### config.mk
export PLATFORM = sky130hd
export DESIGN_NAME = oq_header_parser_flat
export DESIGN_NICKNAME = d
export VERILOG_FILES = /design/src/rtl/oq_header_parser_if.sv /design/src/rtl/oq_header_parser.sv /design/src/flat_wrapper.sv
export SDC_FILE = /design/constraint.sdc
export NUM_CORES = 1
export LEC_CHECK = 0
export ABC_AREA = 0
export CAP_MARGIN = 20
export CELL_PAD_IN_SITES_DETAIL_PLACEMENT = 1
export CELL_PAD_IN_SITES_GLOBAL_PLACEMENT = 1
export CORE_ASPECT_RATIO = 0.75
export CORE_UTILIZATION = 43
export DETAILED_ROUTE_END_ITERATION = 12
export GPL_ROUTABILITY_DRIVEN = 0
export GPL_TIMING_DRIVEN = 0
export PLACE_DENSITY_LB_ADDON = 0.1
export RECOVER_POWER = 25
export SLEW_MARGIN = 20
export SYNTH_ARGS = -nofsm -noshare
export SYNTH_HDL_FRONTEND = slang
export SYNTH_SLANG_ARGS = --single-unit
### constraint.sdc
create_clock -name clk -period 3.5 [get_ports clk]
set_input_delay 0.7 -clock clk [delete_from_list [all_inputs] [get_ports clk]]
set_output_delay 0.7 -clock clk [all_outputs]
set_load 0.005 [all_outputs]
### src/rtl/oq_header_parser_if.sv
// Bus bundle for oq_header_parser: the input-FIFO write snoop and the
// descriptor pop/status side.
interface oq_header_parser_if #(
  parameter int DATA_WIDTH        = 64,
  parameter int CTRL_WIDTH        = DATA_WIDTH/8,
  parameter int NUM_OUTPUT_QUEUES = 5,
  parameter int NUM_OQ_WIDTH      = $clog2(NUM_OUTPUT_QUEUES),
  parameter int PKT_LEN_WIDTH     = 11,
  parameter int PKT_WORDS_WIDTH   = PKT_LEN_WIDTH - $clog2(CTRL_WIDTH)
);
  logic [DATA_WIDTH-1:0]      in_data;
  logic [CTRL_WIDTH-1:0]      in_ctrl;
  logic                       in_wr;
  logic                       dst_oq_avail;
  logic [NUM_OQ_WIDTH-1:0]    parsed_dst_oq;
  logic [PKT_LEN_WIDTH-1:0]   parsed_pkt_byte_len;
  logic [PKT_WORDS_WIDTH-1:0] parsed_pkt_word_len;
  logic                       rd_dst_oq;
  logic                       desc_nearly_full;
  logic                       hdr_err;
  logic                       desc_overflow;

  modport master (
    output in_data, in_ctrl, in_wr, rd_dst_oq,
    input  dst_oq_avail, parsed_dst_oq, parsed_pkt_byte_len, parsed_pkt_word_len,
           desc_nearly_full, hdr_err, desc_overflow
  );

  modport slave (
    input  in_data, in_ctrl, in_wr, rd_dst_oq,
    output dst_oq_avail, parsed_dst_oq, parsed_pkt_byte_len, parsed_pkt_word_len,
           desc_nearly_full, hdr_err, desc_overflow
  );
endinterface

### src/rtl/oq_header_parser.sv
// Snoops the output-queue input FIFO write stream, extracts the IOQ header of
// each packet and queues one {dst_oq, byte_len, word_len} descriptor per packet.
module oq_header_parser #(
  parameter int DATA_WIDTH           = 64,
  parameter int CTRL_WIDTH           = DATA_WIDTH/8,
  parameter int NUM_OUTPUT_QUEUES    = 5,
  parameter int NUM_OQ_WIDTH         = $clog2(NUM_OUTPUT_QUEUES),
  parameter int PKT_LEN_WIDTH        = 11,
  parameter int PKT_WORDS_WIDTH      = PKT_LEN_WIDTH - $clog2(CTRL_WIDTH),
  parameter logic [CTRL_WIDTH-1:0] IOQ_HDR_CTRL = 8'hFF,
  parameter int DESC_FIFO_DEPTH_BITS = 2
) (
  input logic               clk,
  input logic               reset,
  oq_header_parser_if.slave bus
);
  localparam int DEPTH = 1 << DESC_FIFO_DEPTH_BITS;
  localparam int CNT_W = DESC_FIFO_DEPTH_BITS + 1;
  localparam logic [CNT_W-1:0] C_DEPTH = CNT_W'(DEPTH);
  localparam logic [CNT_W-1:0] C_NFULL = CNT_W'(DEPTH - 1);
  localparam logic [CNT_W-1:0] C_ONE   = CNT_W'(1);

  typedef struct packed {
    logic [NUM_OQ_WIDTH-1:0]    dst_oq;
    logic [PKT_LEN_WIDTH-1:0]   byte_len;
    logic [PKT_WORDS_WIDTH-1:0] word_len;
  } desc_t;

  typedef enum logic [2:0] {
    ST_WAIT_HDR = 3'b001,
    ST_HDRS     = 3'b010,
    ST_PAYLOAD  = 3'b100
  } state_t;

  state_t                         r_state;
  logic                           r_hdr_err;
  logic                           w_is_hdr;
  logic                           w_is_data;
  logic                           w_push;
  logic [NUM_OUTPUT_QUEUES-1:0]   w_dst_onehot;
  desc_t                          w_desc;

  // Only the header fields are consumed; the rest of the word is snooped but unused.
  logic w_unused_data;
  assign w_unused_data = ^{1'b0, bus.in_data};

  assign w_is_hdr     = (bus.in_ctrl == IOQ_HDR_CTRL);
  assign w_is_data    = (bus.in_ctrl == '0);
  assign w_dst_onehot = bus.in_data[48 +: NUM_OUTPUT_QUEUES];
  assign w_push       = bus.in_wr && (r_state == ST_WAIT_HDR) && w_is_hdr;

  // Lowest set destination bit wins; an empty mask falls back to queue 0.
  always_comb begin
    w_desc.dst_oq = '0;
    for (int i = NUM_OUTPUT_QUEUES - 1; i >= 0; i--)
      if (w_dst_onehot[i]) w_desc.dst_oq = NUM_OQ_WIDTH'(i);
    w_desc.byte_len = bus.in_data[PKT_LEN_WIDTH-1:0];
    w_desc.word_len = bus.in_data[32 +: PKT_WORDS_WIDTH];
  end

  always_ff @(posedge clk) begin
    if (reset) begin
      r_state   <= ST_WAIT_HDR;
      r_hdr_err <= 1'b0;
    end else begin
      r_hdr_err <= 1'b0;
      if (bus.in_wr) begin
        case (r_state)
          ST_WAIT_HDR: begin
            if (w_is_hdr) begin
              r_state   <= ST_HDRS;
              r_hdr_err <= ~|w_dst_onehot;
            end else if (w_is_data) begin
              r_state   <= ST_PAYLOAD;
              r_hdr_err <= 1'b1;
            end
          end
          ST_HDRS: begin
            if (w_is_data)     r_state   <= ST_PAYLOAD;
            else if (w_is_hdr) r_hdr_err <= 1'b1;
          end
          ST_PAYLOAD: begin
            if (!w_is_data) r_state <= ST_WAIT_HDR;
          end
          default: r_state <= ST_WAIT_HDR;
        endcase
      end
    end
  end

  desc_t                           r_mem [DEPTH];
  desc_t                           r_head;
  logic [DESC_FIFO_DEPTH_BITS-1:0] r_wr_ptr;
  logic [DESC_FIFO_DEPTH_BITS-1:0] r_rd_ptr;
  logic [DESC_FIFO_DEPTH_BITS-1:0] w_rd_nxt;
  logic [CNT_W-1:0]                r_count;
  logic                            r_overflow;
  logic                            w_full;
  logic                            w_pop;
  logic                            w_wr;

  assign w_full   = (r_count == C_DEPTH);
  assign w_pop    = bus.rd_dst_oq && (r_count != '0);
  assign w_wr     = w_push && (!w_full || w_pop);
  assign w_rd_nxt = r_rd_ptr + 1'b1;

  always_ff @(posedge clk) begin
    if (w_wr) r_mem[r_wr_ptr] <= w_desc;
  end

  // Head is a register so it keeps the last popped entry while the FIFO is empty.
  always_ff @(posedge clk) begin
    if (reset) begin
      r_wr_ptr   <= '0;
      r_rd_ptr   <= '0;
      r_count    <= '0;
      r_head     <= '0;
      r_overflow <= 1'b0;
    end else begin
      r_overflow <= w_push && w_full && !w_pop;
      if (w_wr)  r_wr_ptr <= r_wr_ptr + 1'b1;
      if (w_pop) r_rd_ptr <= w_rd_nxt;
      case ({w_wr, w_pop})
        2'b10:   r_count <= r_count + 1'b1;
        2'b01:   r_count <= r_count - 1'b1;
        default: r_count <= r_count;
      endcase
      if (w_pop && (r_count > C_ONE))
        r_head <= r_mem[w_rd_nxt];
      else if (w_wr && ((r_count == '0) || w_pop))
        r_head <= w_desc;
    end
  end

  assign bus.dst_oq_avail        = (r_count != '0);
  assign bus.parsed_dst_oq       = r_head.dst_oq;
  assign bus.parsed_pkt_byte_len = r_head.byte_len;
  assign bus.parsed_pkt_word_len = r_head.word_len;
  assign bus.desc_nearly_full    = (r_count >= C_NFULL);
  assign bus.hdr_err             = r_hdr_err;
  assign bus.desc_overflow       = r_overflow;
endmodule

### src/flat_wrapper.sv
// flat-port wrapper written by rule: the top's interface ports become plain ports
module oq_header_parser_flat 
#(
  parameter int DATA_WIDTH           = 64,
  parameter int CTRL_WIDTH           = DATA_WIDTH/8,
  parameter int NUM_OUTPUT_QUEUES    = 5,
  parameter int NUM_OQ_WIDTH         = $clog2(NUM_OUTPUT_QUEUES),
  parameter int PKT_LEN_WIDTH        = 11,
  parameter int PKT_WORDS_WIDTH      = PKT_LEN_WIDTH - $clog2(CTRL_WIDTH),
  parameter logic [CTRL_WIDTH-1:0] IOQ_HDR_CTRL = 8'hFF,
  parameter int DESC_FIFO_DEPTH_BITS = 2
)
  (clk, reset, bus_in_data, bus_in_ctrl, bus_in_wr, bus_rd_dst_oq, bus_dst_oq_avail, bus_parsed_dst_oq, bus_parsed_pkt_byte_len, bus_parsed_pkt_word_len, bus_desc_nearly_full, bus_hdr_err, bus_desc_overflow);
  oq_header_parser_if #(.DATA_WIDTH(DATA_WIDTH), .CTRL_WIDTH(CTRL_WIDTH), .NUM_OUTPUT_QUEUES(NUM_OUTPUT_QUEUES), .NUM_OQ_WIDTH(NUM_OQ_WIDTH), .PKT_LEN_WIDTH(PKT_LEN_WIDTH), .PKT_WORDS_WIDTH(PKT_WORDS_WIDTH)) bus_i ();
  input logic clk;
  input logic reset;
  input wire logic [$bits(bus_i.in_data)-1:0] bus_in_data;
  input wire logic [$bits(bus_i.in_ctrl)-1:0] bus_in_ctrl;
  input wire logic [$bits(bus_i.in_wr)-1:0] bus_in_wr;
  input wire logic [$bits(bus_i.rd_dst_oq)-1:0] bus_rd_dst_oq;
  output wire logic [$bits(bus_i.dst_oq_avail)-1:0] bus_dst_oq_avail;
  output wire logic [$bits(bus_i.parsed_dst_oq)-1:0] bus_parsed_dst_oq;
  output wire logic [$bits(bus_i.parsed_pkt_byte_len)-1:0] bus_parsed_pkt_byte_len;
  output wire logic [$bits(bus_i.parsed_pkt_word_len)-1:0] bus_parsed_pkt_word_len;
  output wire logic [$bits(bus_i.desc_nearly_full)-1:0] bus_desc_nearly_full;
  output wire logic [$bits(bus_i.hdr_err)-1:0] bus_hdr_err;
  output wire logic [$bits(bus_i.desc_overflow)-1:0] bus_desc_overflow;
  assign bus_i.in_data = bus_in_data;
  assign bus_i.in_ctrl = bus_in_ctrl;
  assign bus_i.in_wr = bus_in_wr;
  assign bus_i.rd_dst_oq = bus_rd_dst_oq;
  assign bus_dst_oq_avail = bus_i.dst_oq_avail;
  assign bus_parsed_dst_oq = bus_i.parsed_dst_oq;
  assign bus_parsed_pkt_byte_len = bus_i.parsed_pkt_byte_len;
  assign bus_parsed_pkt_word_len = bus_i.parsed_pkt_word_len;
  assign bus_desc_nearly_full = bus_i.desc_nearly_full;
  assign bus_hdr_err = bus_i.hdr_err;
  assign bus_desc_overflow = bus_i.desc_overflow;
  oq_header_parser #(.DATA_WIDTH(DATA_WIDTH), .CTRL_WIDTH(CTRL_WIDTH), .NUM_OUTPUT_QUEUES(NUM_OUTPUT_QUEUES), .NUM_OQ_WIDTH(NUM_OQ_WIDTH), .PKT_LEN_WIDTH(PKT_LEN_WIDTH), .PKT_WORDS_WIDTH(PKT_WORDS_WIDTH), .IOQ_HDR_CTRL(IOQ_HDR_CTRL), .DESC_FIFO_DEPTH_BITS(DESC_FIFO_DEPTH_BITS)) u_core (.clk(clk), .reset(reset), .bus(bus_i));
endmodule
Yosys cells after proc, flatten, opt, wreduce, memory -nomap -nowiden
Memories as Yosys holds them, arrays and structs flattened.
Cells that the tools add are included.

storage, ports and cells
  word-level logic and storage cells = 65
  flip-flop bits (word level) = 34
  output and inout bits = 26
  latch bits = 0
  ROM bits = 0
  memories kept = 1
  RAM bits = 88

cells by class
  magnitude comparators = 2
  muxes and demuxes = 19
  reductions and logical operators = 21
  divide/modulo/power cells = 0
  multiply operators = 0
  add/sub/neg operators = 4
  shift operators = 0
  bitwise operators = 1
  equal/unequal tests = 8

memories
  memory        words  bits a word  read ports  clocked after Yosys merged registers in  wr ports  line                    source
  u_core.r_mem  4      22           1           0                                        1         oq_header_parser.sv:91  desc_t r_mem [DEPTH];

operators by type and width
  kind                                                            number
  two-way mux 22 bit                                              2
  two-way mux 3 bit                                               8
  one-hot mux 3 bit (3 select lines)                              1
  == test 8 bit (second input constant)                           1
  logical AND 1 bit                                               8
  zero test 8 bit                                                 1
  == test 3 bit (second input constant)                           2
  two-way mux 1 bit                                               6
  one-hot mux 3 bit (2 select lines)                              1
  OR reduction 5 bit                                              1
  adder 2 x 1 -> 2 bit (second input constant)                    2
  nonzero test 2 bit                                              2
  adder 3 x 1 -> 3 bit (second input constant)                    1
  == test 3 x 1 -> 1 bit (second input constant)                  1
  == test 3 x 2 -> 1 bit (second input constant)                  1
  >= comparator 3 x 2 -> 1 bit (second input constant)            1
  greater-than comparator 3 x 1 -> 1 bit (second input constant)  1
  zero test 1 bit                                                 3
  zero test 3 bit                                                 1
  nonzero test 3 bit                                              1
  subtractor 3 x 1 -> 3 bit (second input constant)               1
  == test 2 x 1 -> 1 bit (second input constant)                  1
  == test 2 bit (second input constant)                           1
  logical OR 1 bit                                                2
  5 further kinds                                                 5

Depth between registers and ports, before layout
Gate-level depths: netlist of the first run.

  depth in word-level cells = 7
  gate-level depth with buffers = 8
  depth with buffers taken out = 6

Worst setup path after synthesis of the first run
OpenSTA, ideal clock, no wires.

  path type = input port to flip-flop
  from = input port bus_rd_dst_oq
  to = memory u_core.r_mem[0][0] (netlist name), enable pin
  required time = 3.119 ns
  arrival = 2.156 ns
  stages = 4
  setup time = 0.381 ns
  slack = 0.963 ns
  path buffers = 1
  path through = buf_2 > and3b_1 > nor4_2 > and2_1

on the way
  longest elaborated chain between the ends = 5

ends and longest elaborated chain
  element                                  line                     source
  from (decl)                              flat_wrapper.sv:20       input wire logic [$bits(bus_i.rd_dst_oq)-1:0] bus_rd_dst_oq;
  logical AND 1 bit                        oq_header_parser.sv:103  assign w_pop = bus.rd_dst_oq && (r_count != '0);
  logical OR 1 bit                         oq_header_parser.sv:104  assign w_wr = w_push && (!w_full || w_pop);
  logical AND 1 bit                        oq_header_parser.sv:104
  two-way mux 1 bit                        oq_header_parser.sv:108  if (w_wr) r_mem[r_wr_ptr] <= w_desc;
  two-way mux 1 bit (implied by the code)  oq_header_parser.sv:108
  to (decl)                                oq_header_parser.sv:91

No other way between the ends.

Worst setup path in the final report of the first run
  from = input port bus_in_ctrl[3]
  to = memory u_core.r_mem[3][20] (netlist name), enable pin

on the way
  longest elaborated chain between the ends = 5

ends and longest elaborated chain
  element                                  line                     source
  from (decl)                              flat_wrapper.sv:18       input wire logic [$bits(bus_i.in_ctrl)-1:0] bus_in_ctrl;
  == test 8 bit                            oq_header_parser.sv:47   assign w_is_hdr = (bus.in_ctrl == IOQ_HDR_CTRL);
  logical AND 1 bit                        oq_header_parser.sv:50   assign w_push = bus.in_wr && (r_state == ST_WAIT_HDR) && w_is_hdr;
  logical AND 1 bit                        oq_header_parser.sv:104
  two-way mux 1 bit                        oq_header_parser.sv:108
  two-way mux 1 bit (implied by the code)  oq_header_parser.sv:108

No other way between the ends.

==> impl_metrics.ini, run 1 <==
[sta]
setup_slack_ns = 0.575
holdWs_ns = 0.552
tns_ns = 0
slew_viol_final = 0
fin_crit_sh = 0.836
hold_violations = 0
period_needed_ns = 2.92
finClkSkew_ns = 0.00815
fmax_mhz = 342
setup-violations-final = 0
slew-limit-headroom = 0.417
tightest_slew_ns = 0.866
rsz0062_at_grt = false

[hold_path]
holdPathStages = 2
hp-class = reg2reg

[global_routing]
grt_pass1_vias = 3841
grt_use_met3 = 0.0607
use_met1 = 0.310
busiest_layer = met2
track_usage = 0.232
grt_antenna_before_repair = 1
use_met2 = 0.360
grt_max_degree = 23
overflow = 0
grt_pass1_wl_um = 22200

[detailed_routing]
drcViolationCount = 0
routedWlPerCell_um = 22.9
via_per_inst = 5.79
vias = 3538
first_pass_iters = 4
final_antenna_net_count = 0
routed_wl_um = 14000
drt_iter0_markers = 285

[outcome]
status = completed

[setup_path]
crit_required_ns = 3.54
crit_path_max_fanout = 22
reg2reg_slack_ns = 0.65
rr_worst_depth = 6
arrival_ns = 2.97
critical_path_class = in2reg
critPathLaunchType = input pin
endpoint_kind = flop

[synthesis]
seq_area_frac_synth = 0.618
synthesis.nets = 443
netlist_area_mm2 = 0.00538
postSynthAreaPerCell_um2 = 15.0
synth-edff-count = 88
syn_inst = 358
synth-main-ff-cell = edfxtp_1
synth.ff_latch_count = 122
synthArstFlopShare = 0
yosys_warnings = 0
synth.distinct_cells = 48

[clock_tree]
cts_resized = 0
cts_setup_buffers = 0
htreeDepth = 4
clk_pin_slew_worst_paths_ns = 0.06
cts_sinks = 122
cts_made_buffers = 17
hold_buffers = 0
cts_max_path_buffers = 2
cts_root_buffer = clkbuf_16
cts_tree = built
clk_latency_ns = 0.42

[final_layout]
layoutNonFillerInstCount = 611
fin_area_mm2 = 0.00678
n_antenna_cell = 0
fin_nets = 521
final_util = 0.571
syn_to_final_growth_pct = 26.0
drive_above_1_share = 0.225
fill_cells = 1101

[power_and_ir_drop]
pwr-share-comb = 0.241
ir_drop_uv = 430
p_sw_frac = 0.292
power_density_mw_per_mm2 = 678
power_frac_seq = 0.369
p_switching_mw = 1.34
clock_power_share = 0.390
internal_power_mw = 3.26
finalPower_mw = 4.60
power_leakage_nw = 2.14

[placement]
place_area_mm2 = 0.00618
dp_hpwl_um = 8640
dp_slack_ns = 0.149
numPlacedInstances = 579
port_buffers = 59

[flow_run]
cap_violations = 0

[die]
core_area_mm2 = 0.0119
fp.dieH_um = 98.9
rows = 34
die_w_um = 131
dieArea_mm2 = 0.0130
pin_count = 102
start_util = 0.453
cell usage after synthesis (2+ instances only):
cell	n	share of area
inv_1	9	0.0063
edfxtp_1	88	0.49
nand2b_1	3	0.0035
nor2_1	12	0.0084
xor2_1	2	0.0033
ha_1	9	0.021
buf_6	4	0.0084
nor2b_1	2	0.0023
and2_1	6	0.0070
clkbuf_1	13	0.0091
o21ai_0	28	0.026
or3_1	2	0.0023
a211oi_1	25	0.035
nor4_1	4	0.0047
nor3_1	3	0.0028
nand3_1	24	0.022
a21o_1	2	0.0028
a311oi_1	2	0.0033
dfxtp_1	34	0.13
nand2_1	3	0.0021
mux4_2	22	0.092
a21oi_1	5	0.0047
a311oi_2	20	0.056
buf_2	12	0.011
path summary, 6_finish.rpt:
path / from / to
setup reg to reg: u_core.r_count[0] / u_core.r_mem[3][20]
setup / recovery: bus_in_ctrl[3] / u_core.r_mem[3][20]
hold / removal: u_core.r_wr_ptr[1] / u_core.r_wr_ptr[1]
hold reg to reg: u_core.r_wr_ptr[1] / u_core.r_wr_ptr[1]
critical path: stages:
cell	delay, ns
clkdlybuf4s50_1	0.48
nand4_1	0.41
nor4_2	0.61
and2_2	0.75
sequential cells by signal (all words and copies together) (netlist names):
signal and count:
u_core.r_mem 88, u_core.bus.parsed_pkt_byte_len 11, u_core.bus.parsed_pkt_word_len 8, u_core.bus.parsed_dst_oq 3
u_core.r_count 3, u_core.r_state 3, u_core.r_rd_ptr 2, u_core.r_wr_ptr 2
u_core.bus.desc_overflow 1, u_core.bus.hdr_err 1
logic make-up after synthesis:
family	share of synthesized area
fa+ha+maj	0.0209
buf+inv	0.0349
xor+xnor	0.00489
compound gates	0.148
flops	0.618
simple gates	0.0754
mux	0.0982
metal layers:
metal,vias to the layer above,part of all wire
met1,1821,0.47
met5,-,0
met3,18,0.045
met4,0,0.017
met2,95,0.47
li1,1604,-
layout by cell type (no fill, tap or decap), types with 2 or more instances in the layout:
master and count:
a211oi_1 25, a21o_1 2, a21oi_1 5, a311oi_1 2, a311oi_2 20, and2_1 2, and2_2 4, buf_2 12
buf_6 4, bufinv_16 3, clkbuf_1 14, clkbuf_16 17, clkdlybuf4s50_1 44, clkinv_2 3, clkinv_4 2, clkinvlp_4 3
dfxtp_1 34, dlygate4sd3_1 15, edfxtp_1 88, ha_1 9, inv_1 9, inv_6 3, mux4_2 22, nand2_1 3
nand2b_1 3, nand3_1 24, nor2_1 12, nor2b_1 2, nor3_1 3, nor4_1 4, o21ai_0 28, or3_1 2
xor2_1 2
power groups by stage:
stage | combinational, mW | clock (mW) | sequential, mW
3_5_place_dp | 1.10 | 0 | 1.72
4_1_cts | 1.11 | 1.81 | 1.69
6_report | 1.11 | 1.79 | 1.70
2_1_floorplan | 0.676 | 0 | 1.71
5_1_grt | 1.19 | 1.86 | 1.70
3_3_place_gp | 1.07 | 0 | 1.72
layout make-up:
cell class | count | area, um^2 | share of cell area
inverters | 9 | 33.8 | 0.00499
clock buffers | 18 | 429 | 0.0633
repair buffers | 59 | 591 | 0.0871
plain buffers | 29 | 154 | 0.0227
multi-input cells | 198 | 1870 | 0.276
clock inverters | 14 | 171 | 0.0253
well taps | 162 | 203 | 0.0299
flip-flops and latches | 122 | 3320 | 0.490
(Power assumes the default switching activity.)
==> inputs of run 2 (changes only) <==
- CORE_UTILIZATION: 43 -> 39
- clock period: 3.5 -> 2.4 ns (I/O delays scaled with it)
==> run 2 against run 1 <==
Core utilization down 5.4 points. Count of clock-buffer cells in the layout rose by 5. Design area increased by 0.76%. Routed wire length up 0.66%. Largest cell class unchanged. Register-to-register slack worse by 0.50 ns. Critical path type is now reg2out. Combinational power up 51%. Flip-flop and latch count stayed put. Non-clock buffer count increased by 5. Largest power group is now sequential cells.
==> impl_metrics.ini, run 2 (synthesis results as in run 1) <==
[outcome]
status = completed

[die]
start_util = 0.407
die_w_um = 138
dieArea_mm2 = 0.0143
pin_count = 102
fp.dieH_um = 104
core_area_mm2 = 0.0132
rows = 36

[global_routing]
grt_pass1_wl_um = 22100
grt_antenna_before_repair = 0
grt_max_degree = 23
grt_pass1_vias = 3749
overflow = 0
track_usage = 0.214

[final_layout]
drive_above_1_share = 0.231
layout_commonest_cell = edfxtp_1
largest_reg_flops = 88
n_antenna_cell = 0
syn_to_final_growth_pct = 27.0
fin_nets = 527
top_register = u_core.r_mem
fill_cells = 1296
seqCellArea_mm2 = 0.00333
multi_input_area_mm2 = 0.00191
mostFrequentLayoutCells = edfxtp_1, clkdlybuf4s50_1, dfxtp_1

[sta]
slew_viol_final = 0
tightest_slew_ns = 0.763
fin_crit_sh = 0.971
hold_violations = 0
period_needed_ns = 2.33
setup-violations-final = 0
finClkSkew_ns = 0.0103
rsz0062_at_grt = false
slew-limit-headroom = 0.486
fmax_mhz = 429
setup_slack_ns = 0.0704

[detailed_routing]
drt_iter0_markers = 200
first_pass_iters = 4
routedWlPerCell_um = 22.5
final_antenna_net_count = 0
vias = 3577
via_per_inst = 5.71
drcViolationCount = 0
routed_wl_um = 14100

[clock_tree]
cts_root_buffer = clkbuf_16
hold_buffers = 0
cts_made_buffers = 17
cts_tree = built
cts_max_path_buffers = 2
htreeDepth = 4
clk_latency_ns = 0.41
cts_sinks = 122
clk_pin_slew_worst_paths_ns = 0.05

[flow_run]
cap_violations = 0

[power_and_ir_drop]
finalPower_mw = 6.60
ir_drop_uv = 577
power_density_mw_per_mm2 = 967
power_leakage_nw = 2.16

[setup_path]
endpoint_kind = output port
crit_required_ns = 1.92
critical_path_class = reg2out
crit_path_max_fanout = 8
arrival_ns = 1.85
critPathLaunchType = flop

[placement]
port_buffers = 59
dp_hpwl_um = 9000
dp_slack_ns = -0.684

[hold_path]
hp-class = reg2reg
run 2: routing by layer:
metal | vias to the layer above | share of wire | global-route usage
met5 | - | 0 | 0
met4 | 0 | 0.0042 | 0.0542
met3 | 4 | 0.040 | 0.0445
met2 | 82 | 0.49 | 0.326
met1 | 1878 | 0.47 | 0.308
li1 | 1613 | - | -
run 2: stage by stage:
step / TNS [ns] / cell area (um^2) / cells / hold WS, ns / util
after global routing: 0 / 6830 / 626 / 0.605 / 0.517
after floorplan: 0 / 5380 / 358 / 0.499 / -
final: 0 / 6830 / 626 / 0.557 / 0.517
after global placement: -58.84 / 6190 / 588 / 0.551 / 0.469
after CTS: 0 / 6820 / 625 / 0.526 / 0.516
after detailed placement: -63.55 / 6190 / 588 / 0.556 / 0.469
run 2: power by group:
group / internal [mW] / switching, mW / total [mW]
clock: 1.55 / 0.886 / 2.43
sequential: 2.39 / 0.0999 / 2.49
combinational: 0.774 / 0.908 / 1.68
run 2: worst paths after layout:
kind,from,to,slack [ns],cells past startpoint
hold / removal,u_core.r_wr_ptr[1],u_core.r_wr_ptr[1],0.56,2
hold reg to reg,u_core.r_wr_ptr[1],u_core.r_wr_ptr[1],0.56,2
setup reg to reg,u_core.r_count[1],u_core.bus.parsed_pkt_byte_len[10],0.15,8
setup / recovery,u_core.r_count[0],bus_dst_oq_avail,0.07,5
run 2: layout make-up:
| type | count | share of cell area |
|---|---|---|
| tap | 171 | 0.0313 |
| multi-input combinational | 199 | 0.279 |
| clock inverter | 9 | 0.0148 |
| timing repair buffer | 64 | 0.0920 |
| clock buffer | 23 | 0.0671 |
| sequential | 122 | 0.488 |
| inverter | 9 | 0.00495 |
| buffer | 29 | 0.0229 |
run 2: repair_timing:
action / 4_1_cts / 5_1_grt
setup buffers: 4 / 1
gates cloned: 1 / 0
pin swaps: 2 / 0
resized for setup: 10 / 2
endpoints found under the setup margin: 111 / 3
run 2: critical path, cell delays in order (launching register included):
cell and delay [ns]:
dfxtp_4 0.37, inv_1 0.08, ha_1 0.20, buf_4 0.17
nand2b_4 0.12, clkdlybuf4s50_1 0.52
==> inputs of run 3 (changes only) <==
- SLEW_MARGIN: 20 -> not set
==> results of run 3 <==
The final DEF is identical to that of run 2; final timing and power are the same.
